$ cat src/rtl/icu_sequencer.sv
// Instruction-side sequencer for the ICU: program counter, return-address stack and word split.
// Define ICU_SEQ_HALT_EN to build the RUN/HALT FSM driven by flag_o (halt) and run (resume).
module icu_sequencer #(
  parameter int ADDR_W = 8,
  parameter int OP_W   = 4,
  parameter int DEPTH  = 4
) (
  input  logic                         clk,
  input  logic                         rst,
  output logic [ADDR_W-1:0]            mem_addr,
  input  logic [OP_W+ADDR_W-1:0]       mem_data,
  output logic [OP_W-1:0]              instr,
  output logic [ADDR_W-1:0]            io_addr,
  input  logic                         jmp,
  input  logic                         rtn,
  input  logic                         flag_f,
  input  logic                         flag_o,
  input  logic                         run,
  output logic                         halted,
  output logic                         stack_err,
  output logic [$clog2(DEPTH+1)-1:0]   sp
);

  localparam int SP_W = $clog2(DEPTH + 1);

  typedef enum logic {
    ST_RUN  = 1'b0,
    ST_HALT = 1'b1
  } state_t;

  state_t            state, state_n;
  logic [ADDR_W-1:0] pc, pc_n;
  logic [ADDR_W-1:0] operand;
  logic [ADDR_W-1:0] stack_top;
  logic [ADDR_W-1:0] stack_mem [DEPTH];
  logic [SP_W-1:0]   sp_q, sp_n;
  logic              call_armed;
  logic              push;
  logic              err_set;
  logic              halt_req;
  logic              resume;

  // The ICU latched this word at the previous negedge, so its operand is the jump target now.
  assign mem_addr = pc;
  assign instr    = mem_data[OP_W+ADDR_W-1:ADDR_W];
  assign operand  = mem_data[ADDR_W-1:0];
  assign io_addr  = operand;
  assign sp       = sp_q;

`ifdef ICU_SEQ_HALT_EN
  assign halt_req = flag_o;
  assign resume   = run;
  assign halted   = (state == ST_HALT);
`else
  logic unused_halt_ctrl;
  assign unused_halt_ctrl = flag_o ^ run;
  assign halt_req = 1'b0;
  assign resume   = 1'b0;
  assign halted   = 1'b0;
`endif

  // Entry sp-1 holds the most recent return address.
  always_comb begin
    stack_top = '0;
    for (int i = 0; i < DEPTH; i++) begin
      if (sp_q == SP_W'(i + 1)) stack_top = stack_mem[i];
    end
  end

  always_comb begin
    state_n = state;
    pc_n    = pc;
    sp_n    = sp_q;
    push    = 1'b0;
    err_set = 1'b0;
    if (state == ST_RUN) begin
      if (rtn) begin
        if (sp_q == '0) begin
          pc_n    = '0;
          err_set = 1'b1;
        end else begin
          pc_n = stack_top;
          sp_n = sp_q - SP_W'(1);
        end
      end else if (jmp) begin
        pc_n = operand;
        if (call_armed) begin
          // A full stack drops the return address but the jump itself still happens.
          if (sp_q == SP_W'(DEPTH)) begin
            err_set = 1'b1;
          end else begin
            push = 1'b1;
            sp_n = sp_q + SP_W'(1);
          end
        end
      end else if (halt_req) begin
        state_n = ST_HALT;
      end else begin
        pc_n = pc + ADDR_W'(1);
      end
    end else begin
      if (resume) begin
        pc_n    = pc + ADDR_W'(1);
        state_n = ST_RUN;
      end
    end
  end

  always_ff @(posedge clk) begin
    if (!rst) begin
      state      <= ST_RUN;
      pc         <= '0;
      sp_q       <= '0;
      call_armed <= 1'b0;
      stack_err  <= 1'b0;
    end else begin
      state      <= state_n;
      pc         <= pc_n;
      sp_q       <= sp_n;
      call_armed <= flag_f;
      if (err_set) stack_err <= 1'b1;
    end
  end

  // Pushed value is the JMP's own address; RTN lands there and the ICU skips it.
  always_ff @(posedge clk) begin
    for (int i = 0; i < DEPTH; i++) begin
      if (rst && push && (sp_q == SP_W'(i))) stack_mem[i] <= pc;
    end
  end

endmodule
$ cat config.mk
export PLATFORM = sky130hd
export DESIGN_NAME = icu_sequencer
export DESIGN_NICKNAME = d
export VERILOG_FILES = /design/src/rtl/icu_sequencer.sv
export SDC_FILE = /design/constraint.sdc
export NUM_CORES = 1
export LEC_CHECK = 0
export ABC_AREA = 1
export CORE_MARGIN = 2
export CORE_UTILIZATION = 30
export CTS_CLUSTER_SIZE = 14
export DETAILED_ROUTE_END_ITERATION = 16
export PLACE_DENSITY = 0.51
export SETUP_SLACK_MARGIN = 0.3
export SYNTH_ARGS = -nofsm -noshare
export SYNTH_HDL_FRONTEND = slang
export SYNTH_SLANG_ARGS = --single-unit
$ cat constraint.sdc
create_clock -name clk -period 5.36 [get_ports clk]
set_input_delay 1.072 -clock clk [delete_from_list [all_inputs] [get_ports clk]]
set_output_delay 1.072 -clock clk [all_outputs]
set_load 0.005 [all_outputs]
-- After elaboration in Yosys (flattened, before gate mapping)
Memories as Yosys holds them, arrays and structs flattened.
Index checks and enable logic that the tools add are counted.
- eq/ne operators: 6
- reduce and logical (&&, ||, !) cells: 12
- $add $sub $neg: 3
- bitwise gates (word level): 1
- mux-type cells: 41
- operator list (cell ; count):
    8-bit 2-to-1 mux ; 10
    8-bit OR reduction ; 3
    1-bit 2-to-1 mux ; 23
    3-bit 2-to-1 mux ; 5
    8-bit by 1-bit adder with 8-bit output (second input constant) ; 1
    3-bit by 2-bit == test with 1-bit output (second input constant) ; 2
    2-bit 2-to-1 mux ; 3
    1-bit logical AND ; 5
    5-bit AND reduction ; 1
    2-bit inequality test (second input constant) ; 2
    2-bit nonzero test ; 2
    3-bit by 1-bit adder with 3-bit output (second input constant) ; 1
    3-bit by 1-bit == test with 1-bit output (second input constant) ; 1
    3-bit == test (second input constant) ; 1
    3-bit logical NOT ; 1
    3-bit by 1-bit subtractor with 3-bit output (second input constant) ; 1
    1-bit inverter ; 1
- input bits: 19
- logic and storage cells: 69
- memories kept: 1
- RAM bits: 32
- bits in registers: 14
- memories (name ; words ; bits a word ; read ports ; clocked after Yosys merged registers in ; write ports ; RTL line ; text):
    stack_mem ; 4 ; 8 ; 4 ; 0 ; 1 ; 35 ; logic [ADDR_W-1:0] stack_mem [DEPTH];

-- Depth between registers and ports, before layout
Gate-level depths: netlist of the first run.
- depth in word-level cells: 14
- mapped depth: 10

-- Least setup slack after synthesis of the first run
No wires, ideal clock.
- kind: input to output
- start point: input port mem_data[8]
- end point: output port instr[0]
- path buffers: 1
- required time: 4.288 ns
- slack: 3.105 ns
- stages: 1
- data arrival time: 1.183 ns
- cells stage by stage: buf_4
- RTL lines (item ; RTL line ; text):
    start: declaration ; 11 ; input logic [OP_W+ADDR_W-1:0] mem_data,
    end: declaration ; 12 ; output logic [OP_W-1:0] instr,
No word-level cell between the ends.

-- Worst setup path in the final report of the first run
- start point: input port mem_data[0]
- end point: output port io_addr[0]
- RTL lines (item ; RTL line ; text):
    end: declaration ; 13 ; output logic [ADDR_W-1:0] io_addr,
No word-level cell between the ends.

==> results of run 1 <==
[per-stage QoR]
step                area (µm²)  setup WS, ns  std cells  total power, mW  util, %
floorplan                 2248         3.105        262           0.5595        -
global placement          2564         2.024        375           0.6384    35.35
detailed placement        2564         2.022        375           0.6388    35.35
CTS                       2670         2.219        383           0.8852    36.81
global route              2670         2.185        383           0.9298    36.81
finish                    2670         2.222        383           0.8762    36.81
[worst min-delay path, cell delays in order, from the launching register on]
cell and delay, ns:
sky130_fd_sc_hd__dfxtp_1 0.33, sky130_fd_sc_hd__o21ai_0 0.08, sky130_fd_sc_hd__inv_1 0.05
[metal layers]
layer / vias to the layer above / global-route usage [%]
met3: 6 / 2.671
met2: 37 / 19.34
met5: - / 0
met1: 723 / 16.75
li1: 861 / -
met4: 0 / 5.769
[layout make-up]
cell class | instances | area (µm²) | area share [%]
clock buffer | 6 | 72.57 | 2.718
clock inverter | 2 | 33.78 | 1.265
inverter | 31 | 116.4 | 4.358
multi-input combinational | 168 | 782.0 | 29.29
sequential | 45 | 1221 | 45.74
tap | 99 | 123.9 | 4.639
timing repair buffer | 32 | 320.3 | 12.00
[placed cells by master (no fill, tap or decap)]
cell	count
sky130_fd_sc_hd__a21oi_1	12
sky130_fd_sc_hd__bufinv_16	1
sky130_fd_sc_hd__clkbuf_1	1
sky130_fd_sc_hd__clkbuf_8	5
sky130_fd_sc_hd__clkdlybuf4s50_1	32
sky130_fd_sc_hd__clkinv_1	1
sky130_fd_sc_hd__conb_1	1
sky130_fd_sc_hd__dfxtp_1	13
sky130_fd_sc_hd__edfxtp_1	32
sky130_fd_sc_hd__ha_1	7
sky130_fd_sc_hd__inv_1	30
sky130_fd_sc_hd__inv_2	1
sky130_fd_sc_hd__nand2_1	74
sky130_fd_sc_hd__nand2_2	2
sky130_fd_sc_hd__nand3_1	19
sky130_fd_sc_hd__nand3b_1	2
sky130_fd_sc_hd__nand4_1	1
sky130_fd_sc_hd__nor2_1	36
sky130_fd_sc_hd__o211ai_1	1
sky130_fd_sc_hd__o21ai_0	8
sky130_fd_sc_hd__or2_2	1
sky130_fd_sc_hd__xnor2_1	2
sky130_fd_sc_hd__xor2_1	2
[where the power goes]
part	switching (mW)	total, mW	leakage (nW)	internal (mW)
Combinational	0.119	0.209	0.668	0.0897
Clock	0.112	0.249	0.0528	0.138
Sequential	0.0264	0.418	0.401	0.392
Total	0.257	0.876	1.12	0.619
[how the worst max path moves through the flow]
stage | startpoint | endpoint | cells past startpoint | slack [ns]
global placement | rtn | stack_mem[3][1] | 4 | 2.02
detailed placement | rtn | stack_mem[3][7] | 4 | 2.02
floorplan | mem_data[8] | instr[0] | 1 | 3.11
CTS | mem_data[0] | io_addr[0] | 2 | 2.22
global route | rtn | stack_mem[2][5] | 4 | 2.18
finish | mem_data[0] | io_addr[0] | 2 | 2.22
[kinds of logic after synthesis]
| group | count (synthesis) | share of synthesized area, % |
|---|---|---|
| AO/OA/AOI/OAI | 21 | 4.786 |
| buffers and inverters | 49 | 10.91 |
| flip-flops | 45 | 54.31 |
| adder cells (fa/ha/maj) | 7 | 3.895 |
| AND/OR/NAND/NOR | 135 | 24.37 |
| other | 1 | 0.1668 |
| XOR/XNOR | 4 | 1.558 |
[registers in the layout, summed over array words and instances (netlist names)]
| signal | flops |
|---|---|
| mem_addr | 8 |
| stack_err | 1 |
| sp | 3 |
| stack_mem | 32 |
| call_armed | 1 |
==> flow_metrics.py, run 1 <==
metrics = {
    "setup_path": {
        "worstPathMaxFanout": 2,
        "worst_path_max_delay_cell": "sky130_fd_sc_hd__clkdlybuf4s50_1",
        "ff2ff_setup_slack_ns": 2.94,
        "crit_arrival_ns": 2.07,
        "r2r_end": "stack_mem[3][5]",
        "critPathLaunchType": "primary input",
        "timing_worst_setup_path_type": "in -> out",
        "rr_worst_depth": 5,
        "critical_path.most_common_cell": "sky130_fd_sc_hd__clkdlybuf4s50_1",
        "crit_chain": "clkdlybuf4s50_1 > clkdlybuf4s50_1",
        "crit_buf_inv": 2,
        "cp_slowest_stage_delay_ns": 0.51,
        "critical_path_required_ns": 4.29,
        "timing.critical_path.max_delay_family": "buffers and inverters",
        "reg2reg_from": "sp[0]",
        "crit_path_end_kind": "output pin",
    },
    "synthesis": {
        "netlist-cell-type-count": 21,
        "yosys.area.top_type_share_pct": 42.74,
        "synth_top_flop_cell": "sky130_fd_sc_hd__edfxtp_1",
        "synth_enable_flop_cells": 32,
        "count_of_state_elements_after_synthesis": 45,
        "postSynthAreaPerCell_um2": 8.582,
        "synth_top_area_cell": "sky130_fd_sc_hd__edfxtp_1",
        "synth_area_um2": 2248,
        "synth-seq-area-share_pct": 54.31,
        "synth.yosys.warnings": 0,
        "synthMostInstantiatedCell": "sky130_fd_sc_hd__nand2_1",
        "netlist_instances": 262,
        "synthArstFlopShare_pct": 0,
        "synth_fp_nets": 288,
        "cell_types_with_the_highest_counts_after_synthesis": "sky130_fd_sc_hd__nand2_1 (74), sky130_fd_sc_hd__nor2_1 (36), sky130_fd_sc_hd__edfxtp_1 (32)",
        "synth.area.top_cells": "sky130_fd_sc_hd__edfxtp_1 (43%), sky130_fd_sc_hd__nand2_1 (12%), sky130_fd_sc_hd__dfxtp_1 (12%)",
    },
    "route": {
        "drt-initial-drc-count": 85,
        "dr.pass1.iters": 4,
        "dr.max_layer_used": "met4",
        "routedLengthMet1_um": 2300,
        "routed_via_density": 4.248,
        "met3_length_um": 195,
        "detail-route-antenna-nets": 0,
        "detail_route.wirelength_um": 4734,
        "dr_total_vias": 1627,
        "drt-wirelength-per-cell_um": 12.36,
        "wl_met2_um": 2153,
        "post-route-drc-count": 0,
    },
    "sta": {
        "timing.final.setup_violations": 0,
        "timing.max_slew.rel_slack_pct": 50.82,
        "timing.fmax_mhz": 318.6,
        "finalHoldViolations": 0,
        "timing.final.crit_period_ns": 3.138,
        "fin_skew_ns": 0.007202,
        "final.setup.tns_ns": 0,
        "layout_worst_path_cycle_share_pct": 58.55,
        "report.final.slew_viol_count": 0,
        "whs_ns": 0.4782,
        "grt_setup_unrepaired": "no",
        "worst_slew_pin_slew_ns": 0.7351,
    },
    "clock_tree": {
        "clock_tree.root_cell": "sky130_fd_sc_hd__clkbuf_8",
        "clk_pin_slew_worst_paths_ns": 0.08,
        "postCtsSetupRepairBufs": 0,
        "clock_sink_count": 45,
        "cts_buffers": 5,
        "clk_buf_depth": 2,
        "worstSkewPairLatency_ns": 0.30,
        "cts-resized-gates": 0,
        "tritoncts": "built",
        "htree_num_levels": 2,
        "cts_hold_buf": 0,
    },
    "hold_path": {
        "min-delay-start": "stack_err",
        "terminating_pin_of_the_worst_hold_path": "stack_err",
        "min_path_type": "reg -> reg",
        "hold-path-cell-count": 2,
    },
    "floorplan": {
        "std_cell_rows": 31,
        "chipWidth_um": 90.57,
        "vertical_die_dimension_um": 90.57,
        "die_area_um2": 8203,
        "initial_core_util_pct": 31.00,
        "design.portCount": 44,
        "core_region_um2": 7253,
    },
    "grt": {
        "grt_start_max_net_pins": 14,
        "initial_antenna_violation_count": 0,
        "groute.usage.overall_pct": 12.51,
        "grt_pass1_wl_um": 8038,
        "globalRoute.totalOverflow": 0,
        "first_global_vias": 1634,
    },
    "placed_design": {
        "detailed_place_hpwl_um": 3443,
        "place.gp.congestion": 0.7923,
        "io_buffer_count": 32,
    },
    "power_and_ir_drop": {
        "static-leakage-power_nw": 1.122,
        "power.density_nw_per_um2": 328.2,
        "irDropWorstVdd_mv": 0.1179,
    },
    "layout": {
        "antennaDiodeCount": 0,
        "fraction_of_final_layout_cells_sized_beyond_drive_strength_1_pct": 3.521,
        "fin_nets": 309,
        "syn2layout_area_growth_pct": 18.75,
        "fill_cells": 751,
    },
    "flow_run": {
        "timing.max_cap.violations": 0,
    },
    "outcome": {
        "run_status": "complete, no violations",
    },
}
Note: power is estimated with default switching activity, not from simulation.
==> inputs of run 2 (changes only) <==
Clock period 5.36 ns to 2.9 ns, I/O delays scaled along.
==> flow_metrics.py, run 2 (synthesis results as in run 1) <==
metrics = {
    "clock_tree": {
        "tritoncts": "built",
        "cts_hold_buf": 0,
        "clock_sink_count": 45,
        "htree_num_levels": 2,
        "cts-resized-gates": 0,
        "clk_pin_slew_worst_paths_ns": 0.07,
        "worstSkewPairLatency_ns": 0.29,
        "clk_buf_depth": 2,
        "clock_tree.root_cell": "sky130_fd_sc_hd__clkbuf_8",
        "postCtsSetupRepairBufs": 0,
        "cts_buffers": 5,
    },
    "route": {
        "dr_total_vias": 1688,
        "routed_via_density": 4.317,
        "drt-wirelength-per-cell_um": 12.51,
        "dr.pass1.iters": 4,
        "detail_route.wirelength_um": 4892,
        "post-route-drc-count": 0,
        "detail-route-antenna-nets": 0,
        "drt-initial-drc-count": 92,
    },
    "sta": {
        "worst_slew_pin_slew_ns": 0.5867,
        "layout_worst_path_cycle_share_pct": 74.22,
        "whs_ns": 0.4907,
        "report.final.slew_viol_count": 0,
        "timing.final.setup_violations": 0,
        "postLayoutSetupSlackWorst_ns": 0.7476,
        "grt_setup_unrepaired": "no",
        "timing.fmax_mhz": 464.6,
        "timing.final.crit_period_ns": 2.152,
        "final.setup.tns_ns": 0,
        "timing.max_slew.rel_slack_pct": 60.74,
        "finalHoldViolations": 0,
        "fin_skew_ns": 0.007695,
    },
    "layout": {
        "fin_nets": 317,
        "largest-register": "stack_mem",
        "final_cell_mix": "sky130_fd_sc_hd__nand2_1 (74), sky130_fd_sc_hd__nor2_1 (36), sky130_fd_sc_hd__clkdlybuf4s50_1 (32), sky130_fd_sc_hd__edfxtp_1 (32), sky130_fd_sc_hd__inv_1 (30)",
        "fin_area_um2": 2714,
        "syn2layout_area_growth_pct": 20.70,
        "final_cell_count_no_fill": 391,
        "antennaDiodeCount": 0,
        "finish.utilization_pct": 37.42,
        "flip_flop_count_of_the_largest_register_after_layout": 32,
        "final_common_cell": "sky130_fd_sc_hd__nand2_1",
        "fraction_of_final_layout_cells_sized_beyond_drive_strength_1_pct": 6.164,
    },
    "grt": {
        "globalRoute.totalOverflow": 0,
        "groute.usage.overall_pct": 12.61,
        "grt_start_max_net_pins": 14,
        "grt_pass1_wl_um": 8314,
        "first_global_vias": 1667,
        "initial_antenna_violation_count": 0,
    },
    "floorplan": {
        "design.portCount": 44,
        "die_area_um2": 8203,
        "initial_core_util_pct": 31.00,
        "std_cell_rows": 31,
        "core_region_um2": 7253,
        "chipWidth_um": 90.57,
        "vertical_die_dimension_um": 90.57,
    },
    "setup_path": {
        "worstPathMaxFanout": 2,
        "crit_chain": "clkdlybuf4s50_1 > clkdlybuf4s50_1",
        "cp_slowest_stage_delay_ns": 0.51,
        "crit_buf_inv": 2,
        "cp.depth": 2,
        "critical_path.most_common_cell": "sky130_fd_sc_hd__clkdlybuf4s50_1",
        "worst_path_max_delay_cell": "sky130_fd_sc_hd__clkdlybuf4s50_1",
        "crit_arrival_ns": 1.57,
        "critical_path_required_ns": 2.32,
        "timing.critical_path.max_delay_family": "buffers and inverters",
        "crit_path_end_kind": "output pin",
        "rr_worst_depth": 6,
        "timing_worst_setup_path_type": "in -> out",
        "critPathLaunchType": "primary input",
    },
    "placed_design": {
        "cell_area_placed_um2": 2624,
        "io_buffer_count": 32,
        "placedCellCount": 383,
        "placement.setup.worst_slack_ns": 0.6443,
        "detailed_place_hpwl_um": 3632,
        "place.gp.congestion": 0.7932,
    },
    "power_and_ir_drop": {
        "power.density_nw_per_um2": 576.6,
        "p_int_mw": 1.092,
        "finalPower_mw": 1.565,
        "sequentialPowerShare_pct": 49.5,
        "power_switching_share_pct": 30.19,
        "irDropWorstVdd_mv": 0.2119,
        "power_switching_mw": 0.4725,
        "static-leakage-power_nw": 1.155,
        "combPwrFrac_pct": 25.6,
        "power_share_of_the_clock_group_pct": 24.9,
    },
    "hold_path": {
        "min_path_type": "reg -> reg",
        "hold-path-cell-count": 2,
    },
    "outcome": {
        "run_status": "complete, no violations",
    },
    "flow_run": {
        "timing.max_cap.violations": 0,
    },
}
==> run 2: changes by cell type in the layout (fill, tap and decap cells not counted) <==
cell,before,now
sky130_fd_sc_hd__buf_4,0,8
sky130_fd_sc_hd__bufinv_16,1,0
sky130_fd_sc_hd__clkbuf_1,1,2
sky130_fd_sc_hd__clkbuf_8,5,6
sky130_fd_sc_hd__clkinv_1,1,0
==> run 2: routing by layer <==
layer	vias up	part of all wire, %	global-route usage [%]
li1	880	-	-
met1	761	48	17.10
met2	42	46	19.90
met3	5	4.3	2.671
met4	0	1.2	4.487
met5	-	0	0
==> run 2: cell type report <==
class / count / area (µm²)
tap: 99 / 123.9
clock buffer: 8 / 90.09
fill: 757 / 4539
inverter: 31 / 116.4
sequential: 45 / 1221
timing repair buffer: 40 / 380.4
multi-input combinational: 168 / 782.0
==> run 2: path summary, 6_finish.rpt <==
check | from | endpoint | slack [ns]
min reg2reg | stack_err | stack_err | 0.49
min | stack_err | stack_err | 0.49
max reg2reg | sp[0] | stack_mem[0][1] | 0.93
max | mem_data[2] | io_addr[2] | 0.75
==> run 2: power groups by stage <==
stage | combinational, mW | clock [mW] | sequential, mW
after floorplan | 0.260 | 0 | 0.774
after global placement | 0.401 | 0 | 0.789
after detailed placement | 0.404 | 0 | 0.791
after CTS | 0.406 | 0.399 | 0.776
after global routing | 0.462 | 0.414 | 0.782
final | 0.401 | 0.390 | 0.774
==> inputs of run 3 (changes only) <==
Clock period 2.9 ns to 2.2 ns, I/O delays scaled along.
==> flow_metrics.py, run 3 (synthesis results as in run 1) <==
metrics = {
    "outcome": {
        "run_status": "complete, no violations",
    },
    "setup_path": {
        "critical_path_required_ns": 1.76,
        "cp_slowest_stage_delay_ns": 0.51,
        "timing_worst_setup_path_type": "in -> out",
        "worstPathMaxFanout": 2,
        "rr_worst_depth": 6,
        "crit_arrival_ns": 1.44,
        "crit_path_end_kind": "output pin",
        "worst_path_max_delay_cell": "sky130_fd_sc_hd__clkdlybuf4s50_1",
        "critPathLaunchType": "primary input",
        "ff2ff_setup_slack_ns": 0.40,
        "timing.critical_path.max_delay_family": "buffers and inverters",
        "reg2reg_from": "sp[1]",
        "crit_chain": "clkdlybuf4s50_1 > clkdlybuf4s50_1",
        "critical_path.most_common_cell": "sky130_fd_sc_hd__clkdlybuf4s50_1",
        "crit_buf_inv": 2,
        "r2r_end": "stack_mem[3][5]",
    },
    "layout": {
        "layout.area.seq_um2": 1222,
        "multi_input_comb_area_um2": 787.0,
        "syn2layout_area_growth_pct": 24.21,
        "final_cell_mix": "sky130_fd_sc_hd__nand2_1 (74), sky130_fd_sc_hd__nor2_1 (34), sky130_fd_sc_hd__edfxtp_1 (32)",
        "flip_flop_count_of_the_largest_register_after_layout": 32,
        "final_common_cell": "sky130_fd_sc_hd__nand2_1",
        "antennaDiodeCount": 0,
        "fraction_of_final_layout_cells_sized_beyond_drive_strength_1_pct": 10.37,
        "largest-register": "stack_mem",
        "fin_nets": 324,
        "fill_cells": 757,
    },
    "route": {
        "routed_via_density": 4.339,
        "drt-wirelength-per-cell_um": 12.60,
        "dr.pass1.iters": 4,
        "detail_route.wirelength_um": 5015,
        "post-route-drc-count": 0,
        "dr_total_vias": 1727,
        "drt-initial-drc-count": 87,
        "detail-route-antenna-nets": 0,
    },
    "sta": {
        "fin_skew_ns": 0.008860,
        "finalHoldViolations": 0,
        "layout_worst_path_cycle_share_pct": 85.61,
        "postLayoutSetupSlackWorst_ns": 0.3166,
        "timing.fmax_mhz": 531.0,
        "timing.final.crit_period_ns": 1.883,
        "grt_setup_unrepaired": "no",
        "timing.final.setup_violations": 0,
        "report.final.slew_viol_count": 0,
        "final.setup.tns_ns": 0,
    },
    "floorplan": {
        "die_area_um2": 8203,
        "chipWidth_um": 90.57,
        "design.portCount": 44,
        "core_region_um2": 7253,
        "initial_core_util_pct": 31.00,
        "vertical_die_dimension_um": 90.57,
        "std_cell_rows": 31,
    },
    "grt": {
        "first_global_vias": 1766,
        "initial_antenna_violation_count": 0,
        "grt_pass1_wl_um": 8528,
        "grt_start_max_net_pins": 14,
        "globalRoute.totalOverflow": 0,
        "groute.usage.overall_pct": 13.17,
    },
    "clock_tree": {
        "clk_pin_slew_worst_paths_ns": 0.09,
        "cts_buffers": 5,
        "clock_tree.root_cell": "sky130_fd_sc_hd__clkbuf_8",
        "cts_hold_buf": 0,
        "clock_sink_count": 45,
        "htree_num_levels": 2,
        "tritoncts": "built",
        "clk_buf_depth": 2,
        "worstSkewPairLatency_ns": 0.29,
    },
    "power_and_ir_drop": {
        "power.density_nw_per_um2": 763.1,
        "static-leakage-power_nw": 1.216,
        "irDropWorstVdd_mv": 0.2492,
    },
    "flow_run": {
        "timing.max_cap.violations": 0,
    },
    "hold_path": {
        "min_path_type": "reg -> reg",
        "terminating_pin_of_the_worst_hold_path": "sp[0]",
        "min-delay-start": "sp[0]",
        "hold-path-cell-count": 1,
    },
    "placed_design": {
        "place.gp.congestion": 0.7589,
        "placement.setup.worst_slack_ns": 0.2581,
        "io_buffer_count": 32,
        "detailed_place_hpwl_um": 3699,
    },
}
-- run 3: per-stage QoR --
step	hold slack, ns	cell area, µm²	utilization, %	total power, mW	std cells
after detailed placement	0.4863	2661	36.69	1.594	388
after global routing	0.5280	2793	38.50	2.283	398
after floorplan	0.4662	2248	-	1.363	262
after CTS	0.5072	2763	38.09	2.143	396
final	0.4912	2793	38.50	2.131	398
after global placement	0.4611	2661	36.69	1.590	388
-- run 3: worst max-delay path by stage --
stage,from,to,slack (ns),cells after the start
final,mem_data[2],io_addr[2],0.32,2
after floorplan,sp[0],stack_mem[1][0],0.25,6
after global placement,rtn,stack_mem[0][7],0.26,5
after detailed placement,rtn,stack_mem[0][7],0.26,5
after global routing,sp[1],stack_mem[3][5],0.29,6
after CTS,mem_data[2],io_addr[2],0.33,2
-- run 3: metal layers --
metal / share of wire (%) / up-vias / GRT usage (%)
li1: - / 895 / -
met2: 46 / 43 / 21.70
met1: 49 / 784 / 17.08
met5: 0 / - / 0
met3: 4.4 / 5 / 3.088
met4: 1.3 / 0 / 4.231
-- run 3: report_power, final --
part | switching [mW] | internal (mW)
registers | 0.0466 | 0.956
clock network | 0.271 | 0.284
logic | 0.327 | 0.247
-- run 3: final cells by class --
class | count | share of cell area [%]
multi-input cells | 168 | 28.18
inverters | 31 | 4.301
clock inverters | 1 | 0.1792
clock buffers | 7 | 3.450
well taps | 99 | 4.435
flip-flops and latches | 45 | 43.77
repair buffers | 47 | 15.68
-- run 3: what timing repair did --
| action | in CTS | in global routing |
|---|---|---|
| buffers inserted | 0 | 2 |
| setup endpoints to repair | 0 | 27 |
| resized for setup | 0 | 6 |
